**src/rtl/morse_decoder.sv**
```systemverilog
// Morse receive decoder: run-length classifies marks into dots and dashes and decodes letters A..H.
// Defining MORSE_DEC_STRICT_GAP_EN turns a two-zero gap inside a letter into a letter error.
module morse_decoder #(
  parameter int CLOCK_FREQUENCY = 100,
  parameter int TIMEOUT_CYCLES  = CLOCK_FREQUENCY
) (
  input  logic       ClockIn,
  input  logic       Resetn,
  input  logic       DotDashIn,
  input  logic       NewBitIn,
  output logic [2:0] LetterOut,
  output logic       LetterValid,
  output logic       LetterError,
  output logic       Busy
);

  localparam int            IW       = $clog2(TIMEOUT_CYCLES + 1);
  localparam logic [IW-1:0] IdleLast = IW'(TIMEOUT_CYCLES - 1);
  localparam logic [IW-1:0] IdleMax  = IW'(TIMEOUT_CYCLES);

  typedef enum logic [1:0] {IDLE, MARK, SPACE} state_e;

  state_e        state_q, state_d;
  logic [2:0]    mark_q, mark_d;
  logic [1:0]    space_q, space_d;
  logic [2:0]    symcnt_q, symcnt_d;
  logic [3:0]    sym_q, sym_d;
  logic          err_q, err_d;
  logic [IW-1:0] idle_q, idle_d;
  logic [2:0]    letter_q, letter_d;
  logic          valid_q, valid_d;
  logic          error_q, error_d;

  logic [2:0] pcnt;
  logic [3:0] psym;
  logic       perr;
  logic       timeout;
  logic       fin;
  logic [2:0] fcnt;
  logic [3:0] fsym;
  logic       ferr;
  logic [2:0] code;
  logic       hit;

  assign timeout = (state_q != IDLE) && !NewBitIn && (idle_q == IdleLast);

  always_ff @(posedge ClockIn or negedge Resetn) begin
    if (!Resetn) state_q <= IDLE;
    else         state_q <= state_d;
  end

  // Symbol state after closing the open mark run; shared by a 0 strobe and a MARK timeout.
  always_comb begin
    pcnt = symcnt_q;
    psym = sym_q;
    perr = err_q;
    if (!(mark_q == 3'd1 || mark_q == 3'd3)) perr = 1'b1;
    if (symcnt_q < 3'd4) begin
      pcnt = symcnt_q + 3'd1;
      psym = {sym_q[2:0], (mark_q == 3'd3)};
    end else begin
      perr = 1'b1;
    end
  end

  always_comb begin
    state_d  = state_q;
    mark_d   = mark_q;
    space_d  = space_q;
    symcnt_d = symcnt_q;
    sym_d    = sym_q;
    err_d    = err_q;
    fin      = 1'b0;
    fcnt     = symcnt_q;
    fsym     = sym_q;
    ferr     = err_q;
    if (NewBitIn || state_q == IDLE) idle_d = '0;
    else if (idle_q != IdleMax)      idle_d = idle_q + IW'(1);
    else                             idle_d = idle_q;
    case (state_q)
      IDLE: begin
        if (NewBitIn && DotDashIn) begin
          state_d = MARK;
          mark_d  = 3'd1;
        end
      end
      MARK: begin
        if (NewBitIn) begin
          if (DotDashIn) begin
            if (mark_q != 3'd4) mark_d = mark_q + 3'd1;
          end else begin
            symcnt_d = pcnt;
            sym_d    = psym;
            err_d    = perr;
            space_d  = 2'd1;
            state_d  = SPACE;
          end
        end else if (timeout) begin
          fin  = 1'b1;
          fcnt = pcnt;
          fsym = psym;
          ferr = perr;
        end
      end
      SPACE: begin
        if (NewBitIn) begin
          if (DotDashIn) begin
            state_d = MARK;
            mark_d  = 3'd1;
`ifdef MORSE_DEC_STRICT_GAP_EN
            if (space_q == 2'd2) err_d = 1'b1;
`endif
          end else if (space_q == 2'd2) begin
            fin = 1'b1;
          end else begin
            space_d = space_q + 2'd1;
          end
        end else if (timeout) begin
          fin = 1'b1;
        end
      end
      default: state_d = IDLE;
    endcase
    if (fin) begin
      state_d  = IDLE;
      mark_d   = '0;
      space_d  = '0;
      symcnt_d = '0;
      sym_d    = '0;
      err_d    = 1'b0;
      idle_d   = '0;
    end
  end

  // Pattern is right-aligned: the first symbol sits in bit (length-1), dash = 1.
  always_comb begin
    hit  = 1'b0;
    code = 3'b000;
    case (fcnt)
      3'd1: if (fsym[0] == 1'b0)      begin hit = 1'b1; code = 3'b100; end
      3'd2: if (fsym[1:0] == 2'b01)   begin hit = 1'b1; code = 3'b000; end
      3'd3: begin
        case (fsym[2:0])
          3'b100:  begin hit = 1'b1; code = 3'b011; end
          3'b110:  begin hit = 1'b1; code = 3'b110; end
          default: ;
        endcase
      end
      3'd4: begin
        case (fsym)
          4'b1000: begin hit = 1'b1; code = 3'b001; end
          4'b1010: begin hit = 1'b1; code = 3'b010; end
          4'b0010: begin hit = 1'b1; code = 3'b101; end
          4'b0000: begin hit = 1'b1; code = 3'b111; end
          default: ;
        endcase
      end
      default: ;
    endcase
  end

  always_comb begin
    letter_d = letter_q;
    valid_d  = 1'b0;
    error_d  = 1'b0;
    if (fin) begin
      if (ferr || !hit) begin
        error_d = 1'b1;
      end else begin
        valid_d  = 1'b1;
        letter_d = code;
      end
    end
    Busy        = (state_q != IDLE);
    LetterOut   = letter_q;
    LetterValid = valid_q;
    LetterError = error_q;
  end

  always_ff @(posedge ClockIn or negedge Resetn) begin
    if (!Resetn) begin
      mark_q   <= '0;
      space_q  <= '0;
      symcnt_q <= '0;
      sym_q    <= '0;
      err_q    <= 1'b0;
      idle_q   <= '0;
      letter_q <= 3'b000;
      valid_q  <= 1'b0;
      error_q  <= 1'b0;
    end else begin
      mark_q   <= mark_d;
      space_q  <= space_d;
      symcnt_q <= symcnt_d;
      sym_q    <= sym_d;
      err_q    <= err_d;
      idle_q   <= idle_d;
      letter_q <= letter_d;
      valid_q  <= valid_d;
      error_q  <= error_d;
    end
  end

endmodule

```
**config.mk**
```make
export PLATFORM = sky130hd
export DESIGN_NAME = morse_decoder
export DESIGN_NICKNAME = d
export VERILOG_FILES = /design/src/rtl/morse_decoder.sv
export SDC_FILE = /design/constraint.sdc
export NUM_CORES = 1
export LEC_CHECK = 0
export BUFFER_PORTS_ARGS = -buffer_cell sky130_fd_sc_hd__buf_2
export CAP_MARGIN = 10
export CORE_MARGIN = 4
export CORE_UTILIZATION = 55
export CTS_CLUSTER_SIZE = 28
export DETAILED_ROUTE_END_ITERATION = 10
export GPL_TIMING_DRIVEN = 0
export PLACE_DENSITY = 0.73
export SLEW_MARGIN = 20
export SYNTH_ARGS = -nofsm -noshare
export SYNTH_HDL_FRONTEND = slang
export SYNTH_SLANG_ARGS = --single-unit
```
**constraint.sdc**
```tcl
create_clock -name ClockIn -period 3.5 [get_ports ClockIn]
set_clock_uncertainty 0.05 [all_clocks]
set_input_delay 0.175 -clock ClockIn [delete_from_list [all_inputs] [get_ports ClockIn]]
set_output_delay 0.175 -clock ClockIn [all_outputs]
set_load 0.01 [all_outputs]
```
==> results of run 1 <==
==> what timing repair did <==
item	4_1_cts	5_1_grt
hold buffers	1	0
setup endpoints to repair	0	0
hold endpoints to repair	27	0
==> layout make-up <==
class / instances / area share [%]
Clock buffer: 4 / 1.293
Multi-Input combinational cell: 147 / 54.62
Inverter: 16 / 2.956
Sequential cell: 27 / 33.25
Buffer: 6 / 2.340
Tap cell: 46 / 2.833
Timing Repair Buffer: 10 / 2.709
==> metal layers <==
layer	share of wire, %	vias to the layer above	GRT usage (%)	routed length (um)
met5	0	-	0	0
met2	50	29	36.14	1924
met3	3.0	10	3.710	115
met4	1.9	0	5.076	74
li1	-	719	-	-
met1	45	728	25.24	1708
==> registers in the layout (all words and copies together), names as in the netlist <==
register,flops
err_q,1
LetterValid,1
space_q,2
sym_q,4
mark_q,3
LetterError,1
idle_q,7
LetterOut,3
state_q,2
symcnt_q,3
==> power groups by stage <==
stage	logic [mW]	clock network (mW)	registers, mW
final	0.750	0.142	0.488
after global routing	0.850	0.155	0.505
after CTS	0.750	0.143	0.487
after detailed placement	0.740	0	0.494
after global placement	0.701	0	0.486
after floorplan	0.598	0	0.467
==> metrics by stage <==
step	utilization, %	hold slack, ns	instance area [um2]	instances
3_3_place_gp	59.81	0.1647	1996	251
2_1_floorplan	-	-0.1706	1893	196
3_5_place_dp	59.81	0.1789	1996	251
6_report	60.89	0.2462	2032	256
4_1_cts	60.89	0.2314	2032	256
5_1_grt	60.89	0.2531	2032	256
==> cells in the final DEF, fill, tap and decap left out, drive strengths merged, types with 7 or more instances in the layout <==
master  instances
inv            16
nand2          11
clkbuf          8
ha             13
mux2i          10
nand3           9
dfrtp          27
mux2            8
a21oi          10
buf            11
o21ai           7
nor2           26
==> kinds of logic after synthesis <==
family	after synthesis	share of synthesized area (%)
AND/OR/NAND/NOR	73	21.88
AO/OA/AOI/OAI	37	15.14
adder cells (fa/ha/maj)	13	8.592
flip-flops	27	35.69
buffers and inverters	22	5.684
multiplexers	18	10.24
XOR/XNOR	6	2.776
==> how the worst max path moves through the flow <==
stage / endpoint / slack [ns]
finish: LetterOut[1]$_DFFE_PN0P_ / 0.55
detailed placement: LetterOut[1]$_DFFE_PN0P_ / 0.58
global route: mark_q[0]$_DFFE_PN0P_ / 0.33
floorplan: LetterOut[0]$_DFFE_PN0P_ / 0.88
global placement: LetterOut[0]$_DFFE_PN0P_ / 0.68
CTS: LetterOut[1]$_DFFE_PN0P_ / 0.53
==> critical path, cell delays in order (launching register included) <==
cell      delay, ns
dfrtp_1        0.45
inv_1          0.08
ha_1           0.31
nor4b_4        0.50
nand3_1        0.25
mux2_4         0.37
o311a_2        0.16
o311ai_4       0.30
mux2_2         0.38
==> reports/metrics.yaml, run 1 <==
status: "complete, no violations"
core_um2: 3337
nNetsFinal: 228
gp_congestion: 0.8253
p_int_uw: 770.6
netlist_instances: 196
avgSynthCellArea_um2: 9.659
setup_ws_ns: 0.5526
synth_area_leaders: "dfrtp_1, ha_1, mux2i_1"
yosys-top-cells-count: "dfrtp_1, nor2_1, inv_1, ha_1, nand2_1"
synth.cell_area_um2: 1893
yosysTopAreaCellShare_pct: 35.69
n_fill_cell: 296
first_global_vias: 1536
root_buffer: "clkbuf_4"
clkTransAtPathRegs_ns: 0.15
drt-pass1-iter-count: 4
period_share_pct: 84.21
power_frac_comb_pct: 54.4
crit_path_end_kind: "flop"
seqPwrFrac_pct: 35.4
netlist-cell-type-count: 55
clockBufferDepth: 2
worst-r2r-cell-count: 8
max-cap-violations: 0
cts_tree: "done"
hold_viol: 0
criticalPathCategory: "reg -> reg"
fin_tns_setup_ns: 0
drtIter0Drc: 101
io_pins: 10
cp-startpoint: "state_q[0]$_DFFE_PN0P_"
power_switching_uw: 608.6
synth-seq-cells: 27
cp.required_ns: 3.68
r2r_end: "LetterOut[1]$_DFFE_PN0P_"
path_max_fanout: 7
dieArea_um2: 4445
powerDensity_nw_per_um2: 678.7
io_buffers: 9
r2r_setup_slack_ns: 0.55
grt_usage_pct: 20.36
die_x_um: 66.67
die_h_um: 66.67
cts-htree-levels: 1
syn-num-nets: 213
r2r-start: "state_q[0]$_DFFE_PN0P_"
worstSkewPairLatency_ns: 0.33
seq_area_frac_synth_pct: 35.69
p_total_mw: 1.379
yosysMostFrequentCell: "dfrtp_1"
drive_gt1_share_pct: 17.14
cts_resized: 0
async_reset_ff_share_pct: 100.0
wl_per_cell_um: 14.93
worstPathArrival_ns: 3.13
postRouteAntennaNets: 0
numClockSinks: 27
p_leak_nw: 0.9065
numCtsBuffers: 3
start_util_pct: 56.73
p_clk_share_pct: 10.3
holdPathStages: 4
dp_slack_ns: 0.5798
layout_min_cycle_time_ns: 2.947
antenna_cells: 0
hold_start: "DotDashIn"
hp-class: "in -> reg"
grt_overflow: 0
grt_first_pass_wirelength_um: 6996
drc: 0
ys_dominant_reg_cell: "dfrtp_1"
ff_latch_area_um2: 675.6
swShare_pct: 44.13
max_freq_mhz: 339.3
grt_max_degree: 28
multi_input_area_um2: 1110
viasPerCell: 5.805
core.rowCount: 21
tightest_slew_ns: 0.7212
hold_path_end: "symcnt_q[2]$_DFFE_PN0P_"
cts_setup_buffers: 0
synth_area_leader_cell: "dfrtp_1"
maxSlewViolCount: 0
rsz0062_at_grt: "false"
syn_to_final_growth_pct: 7.336
slew_headroom_pct: 51.74
hpwl_um: 2796
cp-start-kind: "flop"
totalWireLength_um: 3823
antenna_found_initial: 0
yosys_warnings: 0
vdd_drop_max_uv: 417.1
synth_edf_count: 0
final-setup-viol-count: 0
num_vias: 1486
Power figures use the tool's default switching activity.
==> run 2: changes to the inputs <==
Clock period 3.5 ns to 2.9 ns, I/O delays scaled along.
==> run 2 against run 1 <==
Sequential cell count stayed put. Power rose by 23%. Sequential share of layout area fell by 0.86 points. Critical path depth unchanged. Cell area increased by 2.6%. Via count up 1.0%. Core utilization grew 1.6 points. Critical endpoint unchanged. Critical path type unchanged.
==> reports/metrics.yaml, run 2 (synthesized netlist as in run 1, its figures left out) <==
maxSlewViolCount: 0
crit_path_end_kind: "flop"
first_global_vias: 1575
clkTransAtPathRegs_ns: 0.16
top_usage_layer: "met2"
layout_min_cycle_time_ns: 2.722
worst-r2r-cell-count: 8
grt_use_met3_pct: 3.879
hp-class: "in -> reg"
hold_start: "DotDashIn"
nNetsFinal: 233
num_vias: 1501
final-setup-viol-count: 0
viasPerCell: 5.751
cts_tree: "done"
dp.cells: 251
cp-start-kind: "flop"
use_met2_pct: 36.14
grt_usage_pct: 20.40
rsz0062_at_grt: "false"
r2r_end: "LetterOut[1]$_DFFE_PN0P_"
largest_register_ffs: 7
antenna_cells: 0
worstSkewPairLatency_ns: 0.33
max_freq_mhz: 367.3
tightest_slew_ns: 0.7331
numCtsBuffers: 3
top_regs: "idle_q: 7 flops, sym_q: 4 flops"
cp-startpoint: "state_q[0]$_DFFE_PN0P_"
grt_first_pass_wirelength_um: 7024
die_h_um: 66.67
path_max_fanout: 10
cts-htree-levels: 1
top_register: "idle_q"
gp_congestion: 0.8253
worstPathArrival_ns: 2.90
max-cap-violations: 0
drc: 0
r2r_setup_slack_ns: 0.18
postPlaceCellArea_um2: 1996
io_buffers: 9
p_leak_nw: 0.9364
design_area_um2: 2086
hpwl_um: 2796
vdd_drop_max_uv: 520.1
grt_overflow: 0
drtIter0Drc: 121
hold_path_end: "symcnt_q[2]$_DFFE_PN0P_"
powerDensity_nw_per_um2: 810.7
cp.required_ns: 3.08
layoutNonFillerInstCount: 261
criticalPathCategory: "reg -> reg"
status: "complete, no violations"
clockBufferDepth: 2
antenna_found_initial: 0
slew_headroom_pct: 50.95
core.rowCount: 21
syn_to_final_growth_pct: 10.18
dieArea_um2: 4445
die_x_um: 66.67
mostFrequentLayoutCells: "dfrtp_1, nor2_1, inv_1"
root_buffer: "clkbuf_4"
utilization_pct: 62.50
postRouteAntennaNets: 0
r2r-start: "state_q[0]$_DFFE_PN0P_"
wl_per_cell_um: 14.73
hold_viol: 0
period_share_pct: 93.87
totalWireLength_um: 3844
grt_max_degree: 28
holdPathStages: 4
drive_gt1_share_pct: 21.40
layout_commonest_cell: "dfrtp_1"
start_util_pct: 56.73
core_um2: 3337
numClockSinks: 27
use_met1_pct: 24.71
drt-pass1-iter-count: 4
io_pins: 10
==> run 2: cell count changes in the layout (fill, tap and decap cells not counted) <==
cell | before | now
a21oi_1 | 9 | 7
clkbuf_1 | 4 | 3
buf_4 | 0 | 5
a21oi_2 | 1 | 3
clkbuf_2 | 0 | 1
a21boi_0 | 1 | 0
nand3_2 | 0 | 1
nand3_1 | 8 | 7
ha_2 | 0 | 1
ha_1 | 13 | 12
a21boi_1 | 1 | 2
==> run 2: metrics by stage <==
step / hold WS, ns / power, mW / setup TNS (ns) / setup slack [ns]
2_1_floorplan: -0.2006 / 1.286 / 0 / 0.2810
3_3_place_gp: 0.1347 / 1.433 / 0 / 0.08000
3_5_place_dp: 0.1489 / 1.489 / -0.05044 / -0.02022
4_1_cts: 0.2014 / 1.665 / 0 / 0.00001488
5_1_grt: 0.2234 / 1.852 / 0 / 0.02975
6_report: 0.2126 / 1.691 / 0 / 0.1777
==> run 2: critical path, cell delays in order, from the launching register on <==
cell and delay [ns]:
dfrtp_1 0.45, inv_1 0.08, ha_2 0.24, nor4b_4 0.37
buf_4 0.20, nand3_4 0.14, o311a_2 0.40, o311ai_4 0.30
mux2_2 0.38
==> run 2: worst max-delay path by stage <==
stage | to | slack [ns]
finish | LetterOut[1]$_DFFE_PN0P_ | 0.18
global route | LetterOut[0]$_DFFE_PN0P_ | 0.03
CTS | mark_q[0]$_DFFE_PN0P_ | 0.00001
detailed placement | LetterOut[1]$_DFFE_PN0P_ | -0.02
global placement | LetterOut[0]$_DFFE_PN0P_ | 0.08
floorplan | LetterOut[0]$_DFFE_PN0P_ | 0.28
==> run 2: final cells by class <==
cell class	instances	area (um2)
repair buffers	15	92.59
fillers	292	1251
flip-flops and latches	27	675.6
multi-input cells	147	1125
inverters	16	60.06
well taps	46	57.56
clock buffers	4	26.28
plain buffers	6	48.80
==> run 2: per-layer routing <==
| layer | part of all wire [%] | vias up |
|---|---|---|
| met5 | 0 | - |
| met4 | 1.8 | 0 |
| met3 | 3.0 | 8 |
| met2 | 50 | 32 |
| met1 | 45 | 732 |
| li1 | - | 729 |
==> run 2: repair_timing <==
item | CTS | global route
buffers inserted | 2 | 3
endpoints found under the hold margin | 27 | 0
hold buffers | 1 | 0
cloned | 0 | 0
resized for setup | 1 | 5
pin swaps | 1 | 2
setup endpoints to repair | 5 | 15
==> run 2: where the power goes <==
group          internal [mW]  total (mW)  switching [mW]
Combinational          0.420       0.932           0.512
Sequential             0.475       0.590           0.114
Clock                 0.0540       0.169           0.115
==> run 3: changes to the inputs <==
Settings changed: GPL_TIMING_DRIVEN 0 to not set, PLACE_DENSITY 0.73 to 0.84.
==> run 3 against run 2 <==
Sequential cell count unchanged. Worst hold slack improved by 0.018 ns. Cell area fell by 2.3%. Die area unchanged. Via count is 4.0% lower. First-iteration DRC count is 38% lower. Critical endpoint is now LetterOut[2]$_DFFE_PN0P_.
==> reports/metrics.yaml, run 3 (synthesized netlist as in run 1, its figures left out) <==
nNetsFinal: 229
worst-path-buf-inv: 1
slowest_delay_ns: 0.53
crit_path_end_kind: "flop"
r2r_end: "LetterOut[2]$_DFFE_PN0P_"
viasPerCell: 5.607
wl_per_cell_um: 13.55
drc: 0
status: "complete, no violations"
num_vias: 1441
r2r-start: "state_q[0]$_DFFE_PN0P_"
dieArea_um2: 4445
io_pins: 10
drtIter0Drc: 75
p_leak_nw: 0.9220
criticalPathCategory: "reg -> reg"
vdd_drop_max_uv: 441.0
holdPathStages: 5
grt_overflow: 0
powerDensity_nw_per_um2: 790.3
top_register: "idle_q"
max-cap-violations: 0
root_buffer: "clkbuf_4"
mostFrequentLayoutCells: "dfrtp_1, nor2_1, inv_1"
worstPathArrival_ns: 2.86
antenna_found_initial: 0
hpwl_um: 2644
cp.required_ns: 3.07
path_max_fanout: 8
hp-class: "in -> reg"
layout_commonest_cell: "dfrtp_1"
layout_min_cycle_time_ns: 2.696
core.rowCount: 21
rsz0062_at_grt: "false"
cts_setup_buffers: 0
numCtsBuffers: 3
grt_first_pass_wirelength_um: 6141
grt_max_degree: 28
dp_slack_ns: 0.1817
die_h_um: 66.67
cp-start-kind: "flop"
tightest_slew_ns: 0.6881
slowest_stage: "or4b_1"
first_global_vias: 1398
period_share_pct: 92.97
n_fill_cell: 290
gp_congestion: 0.8775
max_freq_mhz: 370.9
drt-pass1-iter-count: 4
largest_register_ffs: 7
ff_latch_area_um2: 675.6
crit_family: "compound AO/OA/AOI/OAI gates"
worst-r2r-cell-count: 8
fin_hold_ws_ns: 0.2307
path_cells: "inv_1 > ha_1 > or4b_1 > nor2_1 > o21ai_0 > a21oi_2 > o311ai_4 > mux2_2"
hold_start: "DotDashIn"
clkTransAtPathRegs_ns: 0.14
r2r_setup_slack_ns: 0.20
multi_input_area_um2: 1110
drive_gt1_share_pct: 18.96
worstSkewPairLatency_ns: 0.31
top_regs: "idle_q: 7 flops, sym_q: 4 flops"
numClockSinks: 27
hold_path_end: "mark_q[2]$_DFFE_PN0P_"
postRouteAntennaNets: 0
slew_headroom_pct: 53.96
io_buffers: 9
setup_ws_ns: 0.2038
maxSlewViolCount: 0
core_um2: 3337
totalWireLength_um: 3483
start_util_pct: 56.73
cts-htree-levels: 1
fin_tns_setup_ns: 0
antenna_cells: 0
hold_viol: 0
design_area_um2: 2037
postPlaceCellArea_um2: 2001
die_x_um: 66.67
final-setup-viol-count: 0
clockBufferDepth: 2
grt_usage_pct: 17.72
cts_tree: "done"
p_total_mw: 1.610
syn_to_final_growth_pct: 7.601
[run 3: metrics by stage]
step | util, % | cells
5_1_grt | 61.04 | 257
2_1_floorplan | - | 196
4_1_cts | 61.04 | 257
3_5_place_dp | 59.96 | 252
6_report | 61.04 | 257
3_3_place_gp | 59.96 | 252
[run 3: layout make-up]
type                            instances  area share [%]
Sequential cell                        27           33.17
Timing Repair Buffer                   17           5.283
Inverter                               16           2.948
Multi-Input combinational cell        147           54.48
Tap cell                               46           2.826
Clock buffer                            4           1.290
[run 3: metal layers]
metal	share of wire, %	wire, um	GRT usage [%]
met5	0	0	0
met4	1.3	46	7.360
met2	48	1673	28.84
met3	3.4	117	2.361
met1	47	1645	23.52
[run 3: how the worst max path moves through the flow]
stage	depth (start not counted)	startpoint	end
after floorplan	8	state_q[0]$_DFFE_PN0P_	LetterOut[0]$_DFFE_PN0P_
after detailed placement	8	state_q[0]$_DFFE_PN0P_	mark_q[0]$_DFFE_PN0P_
after global routing	8	state_q[0]$_DFFE_PN0P_	LetterOut[0]$_DFFE_PN0P_
after global placement	8	state_q[0]$_DFFE_PN0P_	mark_q[0]$_DFFE_PN0P_
after CTS	8	state_q[0]$_DFFE_PN0P_	mark_q[0]$_DFFE_PN0P_
final	8	state_q[0]$_DFFE_PN0P_	LetterOut[2]$_DFFE_PN0P_
[run 3: repair_timing]
item | 4_1_cts | 5_1_grt
gates resized for setup | 0 | 1
endpoints found under the hold margin | 27 | 0
hold buffers | 1 | 0
setup endpoints to repair | 0 | 1
[run 3: power by group]
part | switching, mW | internal [mW]
Clock | 0.107 | 0.0537
Sequential | 0.136 | 0.475
Combinational | 0.449 | 0.389
[run 3: worst register-to-register path, stage by stage, from the launching register on]
cell and delay [ns]:
dfrtp_1 0.44, inv_1 0.09, ha_1 0.26, or4b_1 0.53, nor2_1 0.18, o21ai_0 0.15, a21oi_2 0.40, o311ai_4 0.20
mux2_2 0.31
